## src/rtl/reset_seq_pkg.sv

```systemverilog
// reset_seq_pkg: shared types and legality limits for the staged reset sequencer.
package reset_seq_pkg;

  // Sequencer phases: hold everything in reset, pace out releases, finished.
  typedef enum logic [1:0] {
    S_HOLD = 2'd0,
    S_GAP  = 2'd1,
    S_DONE = 2'd2
  } rst_seq_state_e;

  localparam int MIN_SYNC_STAGE = 2;
  localparam int MAX_NUM_CH     = 16;
  localparam int MIN_GAP_CYC    = 1;

  // Channel index width; a single channel still needs a 1-bit index.
  function automatic int idx_width(input int n);
    return (n > 1) ? $clog2(n) : 1;
  endfunction

endpackage

```

## src/rtl/reset_seq_if.sv

```systemverilog
// reset_seq_if: per-channel reset outputs, completion flag and (with
// RESET_SEQ_SWRST_EN) the synchronous software reset request.
interface reset_seq_if
  import reset_seq_pkg::*;
#(
  parameter int NUM_CH = 4
);

  if (NUM_CH < 1 || NUM_CH > MAX_NUM_CH) begin : g_bad_num_ch
    $error("reset_seq_if: NUM_CH=%0d out of range 1..%0d", NUM_CH, MAX_NUM_CH);
  end

  logic [NUM_CH-1:0] o_rst_n;
  logic              o_done;

`ifdef RESET_SEQ_SWRST_EN
  logic              i_sw_rst;

  modport master (output o_rst_n, output o_done, input  i_sw_rst);
  modport slave  (input  o_rst_n, input  o_done, output i_sw_rst);
`else
  modport master (output o_rst_n, output o_done);
  modport slave  (input  o_rst_n, input  o_done);
`endif

endinterface

```

## src/rtl/reset_seq_sync.sv

```systemverilog
// reset_sync_cell: SYNC_STAGE-deep reset synchroniser. Assertion is
// asynchronous, release is aligned to clk. This is the single point where a
// technology synchroniser cell would be substituted for ASIC flows.
module reset_sync_cell
  import reset_seq_pkg::*;
#(
  parameter int SYNC_STAGE = 3
) (
  input  logic clk,
  input  logic i_rst,
  output logic sync_out
);

  if (SYNC_STAGE < MIN_SYNC_STAGE) begin : g_bad_sync_stage
    $error("reset_sync_cell: SYNC_STAGE=%0d below minimum %0d", SYNC_STAGE, MIN_SYNC_STAGE);
  end

  logic [SYNC_STAGE-1:0] chain;

  // Clear on reset, then walk a 1 through the chain; last flop is the release.
  always_ff @(posedge clk or posedge i_rst) begin
    if (i_rst) chain <= '0;
    else       chain <= {chain[SYNC_STAGE-2:0], 1'b1};
  end

  assign sync_out = chain[SYNC_STAGE-1];

endmodule

```

## src/rtl/reset_seq.sv

```systemverilog
// reset_seq: synchronises i_rst into clk and releases NUM_CH active-low
// resets one by one in index order, GAP_CYC cycles apart, then raises o_done.
// Optional: define RESET_SEQ_SWRST_EN to add the synchronous i_sw_rst request
// that replays the release sequence without touching the synchroniser.
module reset_seq
  import reset_seq_pkg::*;
#(
  parameter int SYNC_STAGE = 3,
  parameter int NUM_CH     = 4,
  parameter int GAP_CYC    = 8
) (
  input  logic        clk,
  input  logic        i_rst,
  reset_seq_if.master bus
);

  localparam int CNT_W = $clog2(GAP_CYC + 1);
  localparam int IDX_W = idx_width(NUM_CH);

  if (NUM_CH < 1 || NUM_CH > MAX_NUM_CH) begin : g_bad_num_ch
    $error("reset_seq: NUM_CH=%0d out of range 1..%0d", NUM_CH, MAX_NUM_CH);
  end
  if (GAP_CYC < MIN_GAP_CYC) begin : g_bad_gap
    $error("reset_seq: GAP_CYC=%0d below minimum %0d", GAP_CYC, MIN_GAP_CYC);
  end

  logic              sync_done;
  logic              sw_req;

  rst_seq_state_e    state_q, state_d;
  logic [CNT_W-1:0]  cnt_q,   cnt_d;
  logic [IDX_W-1:0]  idx_q,   idx_d;
  logic [NUM_CH-1:0] rst_n_q, rst_n_d;
  logic              done_q,  done_d;

  reset_sync_cell #(
    .SYNC_STAGE (SYNC_STAGE)
  ) u_sync (
    .clk      (clk),
    .i_rst    (i_rst),
    .sync_out (sync_done)
  );

`ifdef RESET_SEQ_SWRST_EN
  assign sw_req = bus.i_sw_rst;
`else
  assign sw_req = 1'b0;
`endif

  // State, pacing counter, channel index and the output flops. Outputs are
  // registered with async clear so a reset of any width drops them at once.
  always_ff @(posedge clk or posedge i_rst) begin
    if (i_rst) begin
      state_q <= S_HOLD;
      cnt_q   <= '0;
      idx_q   <= '0;
      rst_n_q <= '0;
      done_q  <= 1'b0;
    end else begin
      state_q <= state_d;
      cnt_q   <= cnt_d;
      idx_q   <= idx_d;
      rst_n_q <= rst_n_d;
      done_q  <= done_d;
    end
  end

  // Next-state: a software request wins over everything and parks in S_HOLD;
  // otherwise count down the gap and release the indexed channel at zero.
  always_comb begin
    state_d = state_q;
    cnt_d   = cnt_q;
    idx_d   = idx_q;
    rst_n_d = rst_n_q;
    done_d  = done_q;
    if (sw_req) begin
      state_d = S_HOLD;
      cnt_d   = '0;
      idx_d   = '0;
      rst_n_d = '0;
      done_d  = 1'b0;
    end else begin
      case (state_q)
        S_HOLD: begin
          if (sync_done) begin
            state_d = S_GAP;
            cnt_d   = CNT_W'(GAP_CYC - 1);
          end
        end
        S_GAP: begin
          if (cnt_q == '0) begin
            for (int k = 0; k < NUM_CH; k++) begin
              if (idx_q == IDX_W'(k)) rst_n_d[k] = 1'b1;
            end
            if (idx_q == IDX_W'(NUM_CH - 1)) begin
              state_d = S_DONE;
              done_d  = 1'b1;
            end else begin
              idx_d = idx_q + 1'b1;
              cnt_d = CNT_W'(GAP_CYC - 1);
            end
          end else begin
            cnt_d = cnt_q - 1'b1;
          end
        end
        S_DONE:  ;
        default: state_d = S_HOLD;
      endcase
    end
  end

  assign bus.o_rst_n = rst_n_q;
  assign bus.o_done  = done_q;

endmodule

```

## src/flat_wrapper.sv

```systemverilog
// flat-port wrapper written by rule: the top's interface ports become plain ports
module reset_seq_flat import reset_seq_pkg::*;
#(
  parameter int SYNC_STAGE = 3,
  parameter int NUM_CH     = 4,
  parameter int GAP_CYC    = 8
)
  (clk, i_rst, bus_o_rst_n, bus_o_done);
  reset_seq_if #(.NUM_CH(NUM_CH)) bus_i ();
  input  logic clk;
  input  logic i_rst;
  output wire logic [$bits(bus_i.o_rst_n)-1:0] bus_o_rst_n;
  output wire logic [$bits(bus_i.o_done)-1:0] bus_o_done;
  assign bus_o_rst_n = bus_i.o_rst_n;
  assign bus_o_done = bus_i.o_done;
  reset_seq #(.SYNC_STAGE(SYNC_STAGE), .NUM_CH(NUM_CH), .GAP_CYC(GAP_CYC)) u_core (.clk(clk), .i_rst(i_rst), .bus(bus_i));
endmodule
```

## config.mk

```make
export PLATFORM = sky130hd
export DESIGN_NAME = reset_seq_flat
export DESIGN_NICKNAME = d
export VERILOG_FILES = /design/src/rtl/reset_seq_pkg.sv /design/src/rtl/reset_seq_if.sv /design/src/rtl/reset_seq_sync.sv /design/src/rtl/reset_seq.sv /design/src/flat_wrapper.sv
export SDC_FILE = /design/constraint.sdc
export NUM_CORES = 1
export LEC_CHECK = 0
export ABC_AREA = 1
export CORE_MARGIN = 2
export CORE_UTILIZATION = 55
export CTS_CLUSTER_DIAMETER = 30
export CTS_CLUSTER_SIZE = 30
export DETAILED_ROUTE_END_ITERATION = 8
export PLACE_DENSITY_LB_ADDON = 0.25
export SETUP_SLACK_MARGIN = 0.4
export SYNTH_ARGS = -nofsm -noshare
export SYNTH_HDL_FRONTEND = slang
export SYNTH_SLANG_ARGS = --single-unit
```

## constraint.sdc

```tcl
create_clock -name clk -period 3.7 [get_ports clk]
set_clock_uncertainty 0.2 [all_clocks]
set_input_delay 1.11 -clock clk [delete_from_list [all_inputs] [get_ports clk]]
set_output_delay 1.11 -clock clk [all_outputs]
set_load 0.03 [all_outputs]
```

* After elaboration in Yosys (flattened, before gate mapping) *
Index checks and enable logic that the tools add are counted.

storage, ports and cells
  register bits after elaboration = 15
  input port bits = 2
  output and inout bits = 5
  logic and storage cells = 40

cells by class
  $add $sub $neg = 2
  equality and inequality tests = 9
  multiplexer cells = 8
  bitwise logic cells = 2
  reduce and logical (&&, ||, !) cells = 11

operators with widths
  kind                   number
  $reduce_and A3 Y1      6
  $mux W4                3
  $pmux W4 S2            1
  $eq A2 B2 Y1 const B   3
  $mux W2                3
  $pmux W2 S3            1
  $eq A2 B1 Y1 const B   2
  $logic_not A2 Y1       2
  $logic_not A4 Y1       1
  $ne A2 B1 Y1 const B   2
  $reduce_and A4 Y1      1
  $sub A4 B1 Y4 const B  1
  $ne A3 B3 Y1 const B   1
  $add A2 B1 Y2 const B  1
  $ne A2 B2 Y1 const B   1
  $not A1 Y1             2
  $reduce_bool A2 Y1     1

* Longest topological paths before layout *
Gate-level depths: netlist (run 1).

  depth in word-level cells = 4
  mapped depth = 7
  gate-level depth less buffers = 7

* Hierarchy *
A second synthesis (run 1) with hierarchy kept.

unflattened totals
  cells, all modules = 83
  area total of the unflattened synthesis = 758.2 µm²

by module, submodules not included
  module           instances  cells an instance  area an instance (µm²)  sequential area each (µm²)
  reset_seq        1          78                 675.6                   300.3
  reset_sync_cell  1          5                  82.6                    75.1

* Worst setup path after synthesis (run 1) *
No wires, ideal clock.

  kind = register to output
  start = reg u_core.rst_n_q[3] (netlist: u_core.bus.o_rst_n[3])
  end = out bus_o_rst_n[3]
  arrival = 721 ps
  required time = 2390 ps
  setup slack = 1669 ps
  stages on the path, launching flop included = 2
  path buffers = 1
  cells stage by stage = dfrtp_1 > buf_4

RTL lines
  item                    line                source
  start, declared         reset_seq.sv:33     logic [NUM_CH-1:0] rst_n_q, rst_n_d;
  start signal, assigned  reset_seq.sv:63     rst_n_q <= rst_n_d;
  end, declared           flat_wrapper.sv:12  output wire logic [$bits(bus_i.o_rst_n)-1:0] bus_o_rst_n;

No word-level cell between the ends.

* Worst setup path after layout (run 1) *
  start = reg u_core.rst_n_q[0] (netlist: u_core.bus.o_rst_n[0])
  end = out bus_o_rst_n[0]

No word-level cell between the ends.

==> results.md, run 1 <==
* Status: finished clean
* # diodes at 0
* Register area share after synthesis at 49.8%
* Synth Area per Inst at 9.20 sq um
* Crit-path max FO at 2
* Number of global-route vias before repair at 427
* First-iteration detailed-routing DRC count at 12
* Share of post-route cells with drive strength above 1 at 16.5%
* Clk buf depth at 2
* Initial Util at 58.7%
* Final setup fails at 0
* Hold Vio Cnt, Final at 0
* Worst Tran Pin Value at 0.531 ns
* Ys async rst share at 100%
* Top delay family on crit path: buffers and inverters
* Synth Register Bits at 15
* Worst r2r dst: u_core.cnt_q[1]
* Total negative setup slack at 0 ns
* H-tree Lvls at 1
* CTS Buf Count at 3
* Global routing's busiest layer: met2
* Ys Warns at 0
* Sw power at 294 uW
* Unique masters post-synth at 18
* Slowest stage delay, CP at 0.67 ns
* Crit path cell chain: clkdlybuf4s50_1
* Initial antenna violation count at 0
* Final min period at 2.63 ns
* WP depth at 1
* Buf/Inv on CP at 1
* Slew HR at 64.6%
* Slew Viols, Final at 0
* Ports at 7
* Vias at 520
* Post-DP HPWL at 861 um
* Total of max-cap violations at 0
* Crit path capture type: output pin
* R2r startpoint: u_core.cnt_q[0]
* Crit share post-route at 71.1%
* Lkg Pwr at 0.451 nW
* Placed Cells at 102
* Post-synth EDFFs at 0
* Critical Setup Path Class: reg -> out
* Root Buffer: clkbuf_4
* Cell taking the most area after synthesis: dfrtp_1
* Die W at 41.0 um
* Switching share of power at 42.4%
* Count leader, synth: nand2_1
* Pre-Repair DR Iteration Count at 6
* Flop2flop setup slack at 2.25 ns
* Hold Path Class: reg -> reg
* Worst setup path startpoint: u_core.bus.o_rst_n[0]
* Worst-Skew Late Latency at 0.28 ns
* Element type at the critical path start: flip-flop
* Clock power share at 13.3%
* Grt ovf at 0
* Die Area at 1680 sq um
* Final WL at 1.13 mm
* Pwr Total at 694 uW
* Max stage delay cell, worst path: clkdlybuf4s50_1
* Post-Route Hold Slack at 0.161 ns
* RSZ-0062 raised after global routing: no
* Share of the synthesized area in the top cell type at 49.8%
* CP required at 2.39 ns
* First-pass GRT wire length at 1.77 mm
* Port Buffer Count at 6
* Worst-case reg-to-reg path depth at 7
* Seq pwr share at 38.0%
* CORE AREA at 1280 sq um
* GR Util met2 at 23.8%
* WP data arrival at 1.32 ns
* Placer Congestion at 0.780
* Largest net degree at the start of global routing at 16
* Clk sinks at 15
* Fmax at 380 MHz
* Die Y at 41.0 um
* Syn nets at 89
* Area contributors post-synth: dfrtp_1, nand2_1, ha_1
* Post-route ant nets at 0
* Vias per cell at 4.91
* Synth-to-Final Area Change at 12.9%
* CTS resizes at 0
* PwrDens at 814 nW/um^2
* GR Util met3 at 4.89%
* Internal power at 399 uW
* Nets at 99
* CP endpoint: bus_o_rst_n[0]
* Combinational Power Share at 48.7%
* Gr usage total at 17.6%
* Post-synth top cells: nand2_1, dfrtp_1, inv_1, nand3_1, ha_1
* Row cnt at 13
* Mapped Cells at 82
* Most used DFF post-synth: dfrtp_1
* Hold_buf cts at 0
* DR WL/cell at 10.7 um
* CTS tree: done
* Maximum VDD drop at 0.369 mV
* Mapped Area at 754 sq um
* Setup Buffers After CTS at 0
* Clk slew on worst S/H paths at 0.08 ns
* DRC Markers at 0
* Final Non-Filler Cells at 106
* Met1 Track Usage GR at 22.8%
## layout by cell type, fill, tap and decap left out, types with 3 or more instances in the layout
cell,synthesis,routed
clkdlybuf4s50_1,0,6
nand4_1,3,3
dfrtp_1,15,15
ha_1,5,5
nand3_1,7,7
inv_2,3,3
inv_1,10,10
nand2_1,20,20
clkbuf_4,0,3
o21ai_1,3,3
o21bai_1,3,3
## cells by family (layout without fill, tap and decap cells)
group	count (synthesis)	after routing	synth area share [%]
AOI/OAI and AO/OA	6	6	4.97
adders and majority gates	5	5	8.29
buffers and inverters	15	24	8.13
DFF	15	15	49.8
other	1	1	0.497
and+or+nand+nor	40	40	28.4
## final cells by class
type / instances / area (sq um)
clock buffer: 4 / 26.3
sequential: 15 / 375
multi-input combinational: 52 / 318
timing repair buffer: 6 / 60.1
inverter: 14 / 53.8
fill: 108 / 433
tap: 15 / 18.8
## how the worst min path moves through the flow
stage | start | endpoint | slack (ns) | depth (start not counted)
CTS | u_core.u_sync.chain[1] | u_core.u_sync.chain[2] | 0.17 | 0
detailed placement | u_core.u_sync.chain[0] | u_core.u_sync.chain[1] | 0.15 | 0
global route | u_core.u_sync.chain[0] | u_core.u_sync.chain[1] | 0.17 | 0
floorplan | u_core.u_sync.chain[0] | u_core.u_sync.chain[1] | 0.13 | 0
finish | u_core.u_sync.chain[1] | u_core.u_sync.chain[2] | 0.16 | 0
global placement | u_core.u_sync.chain[1] | u_core.u_sync.chain[2] | 0.13 | 0
## power groups by stage
stage	clock network [mW]	logic, mW	registers [mW]
floorplan	0	0.221	0.300
global placement	0	0.334	0.264
detailed placement	0	0.340	0.267
CTS	0.0963	0.342	0.264
global route	0.101	0.383	0.273
finish	0.0921	0.338	0.264
## worst reg2reg max path, cell delays in order, from the launching register on
cell and delay, ns:
dfrtp_1 0.39, inv_1 0.12, ha_1 0.24, nand2_4 0.12, inv_2 0.07, nand2_2 0.08, nand3_1 0.08, nand2_1 0.05
## metal layers
layer / part of all wire (%) / vias up
li1: - / 271
met1: 48 / 241
met2: 48 / 6
met3: 2.7 / 2
met4: 1.1 / 0
met5: 0 / -
## per-stage QoR
stage | cell area (sq um) | setup WS, ns | util [%]
finish | 852 | 1.07 | 66.3
global route | 852 | 1.02 | 66.3
CTS | 852 | 1.05 | 66.3
detailed placement | 826 | 1.37 | 64.3
global placement | 826 | 1.39 | 64.3
floorplan | 754 | 1.67 | -
## state kept, by name (all words and copies together) (netlist names)
register	cells
u_core.state_q	2
u_core.bus.o_rst_n	4
u_core.idx_q	2
u_core.u_sync.chain	3
u_core.cnt_q	4
No activity file was read; power rests on OpenSTA's default activity.
==> run 2, diff against run 1 <==
--- a/config.mk
+++ b/config.mk
@@ -7,7 +7,7 @@
 export LEC_CHECK = 0
 export ABC_AREA = 1
 export CORE_MARGIN = 2
-export CORE_UTILIZATION = 55
+export CORE_UTILIZATION = 53
 export CTS_CLUSTER_DIAMETER = 30
 export CTS_CLUSTER_SIZE = 30
 export DETAILED_ROUTE_END_ITERATION = 8
==> constraint.sdc (replaced) <==
create_clock -name clk -period 2.65 [get_ports clk]
set_clock_uncertainty 0.2 [all_clocks]
set_input_delay 0.795 -clock clk [delete_from_list [all_inputs] [get_ports clk]]
set_output_delay 0.795 -clock clk [all_outputs]
set_load 0.03 [all_outputs]
==> results.md, run 2 (synthesis gave the netlist of run 1 again) <==
* Buf/Inv on CP at 1 (unchanged)
* Element type at the critical path start: flip-flop
* Number of global-route vias before repair at 523 (+22%)
* Die Area at 1740 sq um (+3.4%)
* Port Buffer Count at 6 (unchanged)
* Maximum VDD drop at 0.576 mV (+56%)
* Clk sinks at 15 (unchanged)
* Slew HR at 62.3% (-2.3 points)
* CTS Buf Count at 3 (unchanged)
* H-tree Lvls at 1 (unchanged)
* DRC Markers at 0 (unchanged)
* Largest net degree at the start of global routing at 16 (unchanged)
* Pre-Repair DR Iteration Count at 5 (-1)
* Lkg Pwr at 0.459 nW (+1.7%)
* # diodes at 0 (unchanged)
* CTS tree: done
* Slew Viols, Final at 0 (unchanged)
* Hold Path Class: reg -> reg
* Clk buf depth at 2 (unchanged)
* Worst Tran Pin Value at 0.565 ns (+0.0340 ns)
* Grt ovf at 0 (unchanged)
* Worst-Skew Late Latency at 0.29 ns (about the same)
* Share of post-route cells with drive strength above 1 at 16.5% (unchanged)
* Initial antenna violation count at 0 (unchanged)
* Commonest non-fill, non-tap cells in the layout: nand2_1, dfrtp_1, inv_1
* Final WL at 1.23 mm (+9.0%)
* Crit-path max FO at 3 (+1)
* PwrDens at 1120 nW/um^2 (+38%)
* Gr usage total at 16.4% (-1.2 points)
* Placer Congestion at 0.772 (-0.99%)
* Post-DP HPWL at 903 um (+5.0%)
* Clk slew on worst S/H paths at 0.09 ns (about the same)
* Crit path cell chain: dlygate4sd2_1
* First-iteration detailed-routing DRC count at 14 (+2)
* Final min period at 2.04 ns
* DR WL/cell at 11.6 um (+9.0%)
* Die Y at 41.7 um (+1.7%)
* Hold_buf cts at 0 (unchanged)
* CP required at 1.66 ns (-0.73 ns)
* RSZ-0062 raised after global routing: no
* Pwr Total at 951 uW (+37%)
* Fmax at 490 MHz
* Status: finished clean
* Max stage delay cell, worst path: dlygate4sd2_1
* Hold Vio Cnt, Final at 0 (unchanged)
* Root Buffer: clkbuf_4
* Final setup fails at 0 (unchanged)
* Nets at 99 (unchanged)
* Vias at 539 (+3.7%)
* Top delay family on crit path: buffers and inverters
* First-pass GRT wire length at 2.20 mm (+25%)
* Die W at 41.7 um (+1.7%)
* Crit path capture type: output pin
* Initial Util at 57.3% (-1.4 points)
* Critical Setup Path Class: reg -> out
* Post-route ant nets at 0 (unchanged)
* Total of max-cap violations at 0 (unchanged)
* Total negative setup slack at 0 ns (unchanged)
* Ports at 7 (unchanged)
* Slowest stage delay, CP at 0.40 ns (-0.27 ns)
* Crit share post-route at 77.0%
* Commonest non-fill, non-tap cell in the layout: nand2_1
* Vias per cell at 5.08 (+3.7%)
* Row cnt at 13 (unchanged)
* WP data arrival at 1.04 ns (-0.28 ns)
* Synth-to-Final Area Change at 12.1%
* CORE AREA at 1320 sq um (+2.5%)
run 2: changes by cell type in the layout (fill, tap and decap cells not counted):
cell and delta:
dlygate4sd2_1 +5, clkdlybuf4s50_1 -5
run 2: layer usage:
layer  vias up  GRT usage (%)  part of all wire, %
li1        278              -                    -
met1       255           21.1                   48
met2         4           27.8                   48
met3         2           3.91                  2.3
met4         0           3.87                  1.1
met5         -              0                    0
run 2: where the power goes:
group / internal, mW / total (mW) / switching [mW]
clock network: 0.0585 / 0.132 / 0.0739
registers: 0.308 / 0.369 / 0.0605
logic: 0.165 / 0.450 / 0.285
run 2: timing repair:
item | 4_1_cts | 5_1_grt
gates resized for setup | 5 | 0
endpoints found under the hold margin | 0 | 0
buffers inserted | 0 | 0
setup endpoints to repair | 5 | 0
run 2: through the flow:
step / worst slack, ns / hold slack, ns / instance area, sq um / util [%] / cells
2_1_floorplan: 0.934 / 0.131 / 754 / - / 82
3_3_place_gp: 0.652 / 0.133 / 826 / 62.7 / 102
3_5_place_dp: 0.641 / 0.137 / 826 / 62.7 / 102
4_1_cts: 0.601 / 0.158 / 846 / 64.2 / 106
5_1_grt: 0.562 / 0.163 / 846 / 64.2 / 106
6_report: 0.610 / 0.155 / 846 / 64.2 / 106
run 2: cell type report:
| cell class | count | area [sq um] |
|---|---|---|
| clock buffers | 4 | 26.3 |
| fillers | 106 | 472 |
| inverters | 14 | 53.8 |
| multi-input cells | 52 | 318 |
| flip-flops and latches | 15 | 375 |
| well taps | 15 | 18.8 |
| repair buffers | 6 | 53.8 |
run 2: final timing paths:
path	start	to	slack [ns]	cells past startpoint
max	u_core.bus.o_rst_n[3]	bus_o_done	0.61	1
min	u_core.u_sync.chain[0]	u_core.u_sync.chain[1]	0.16	0
max reg2reg	u_core.cnt_q[0]	u_core.cnt_q[1]	1.18	7
min reg2reg	u_core.u_sync.chain[0]	u_core.u_sync.chain[1]	0.16	0
max in group asynchronous	i_rst	u_core.cnt_q[3]	1.22	2
min in group asynchronous	i_rst	u_core.idx_q[0]	0.66	2
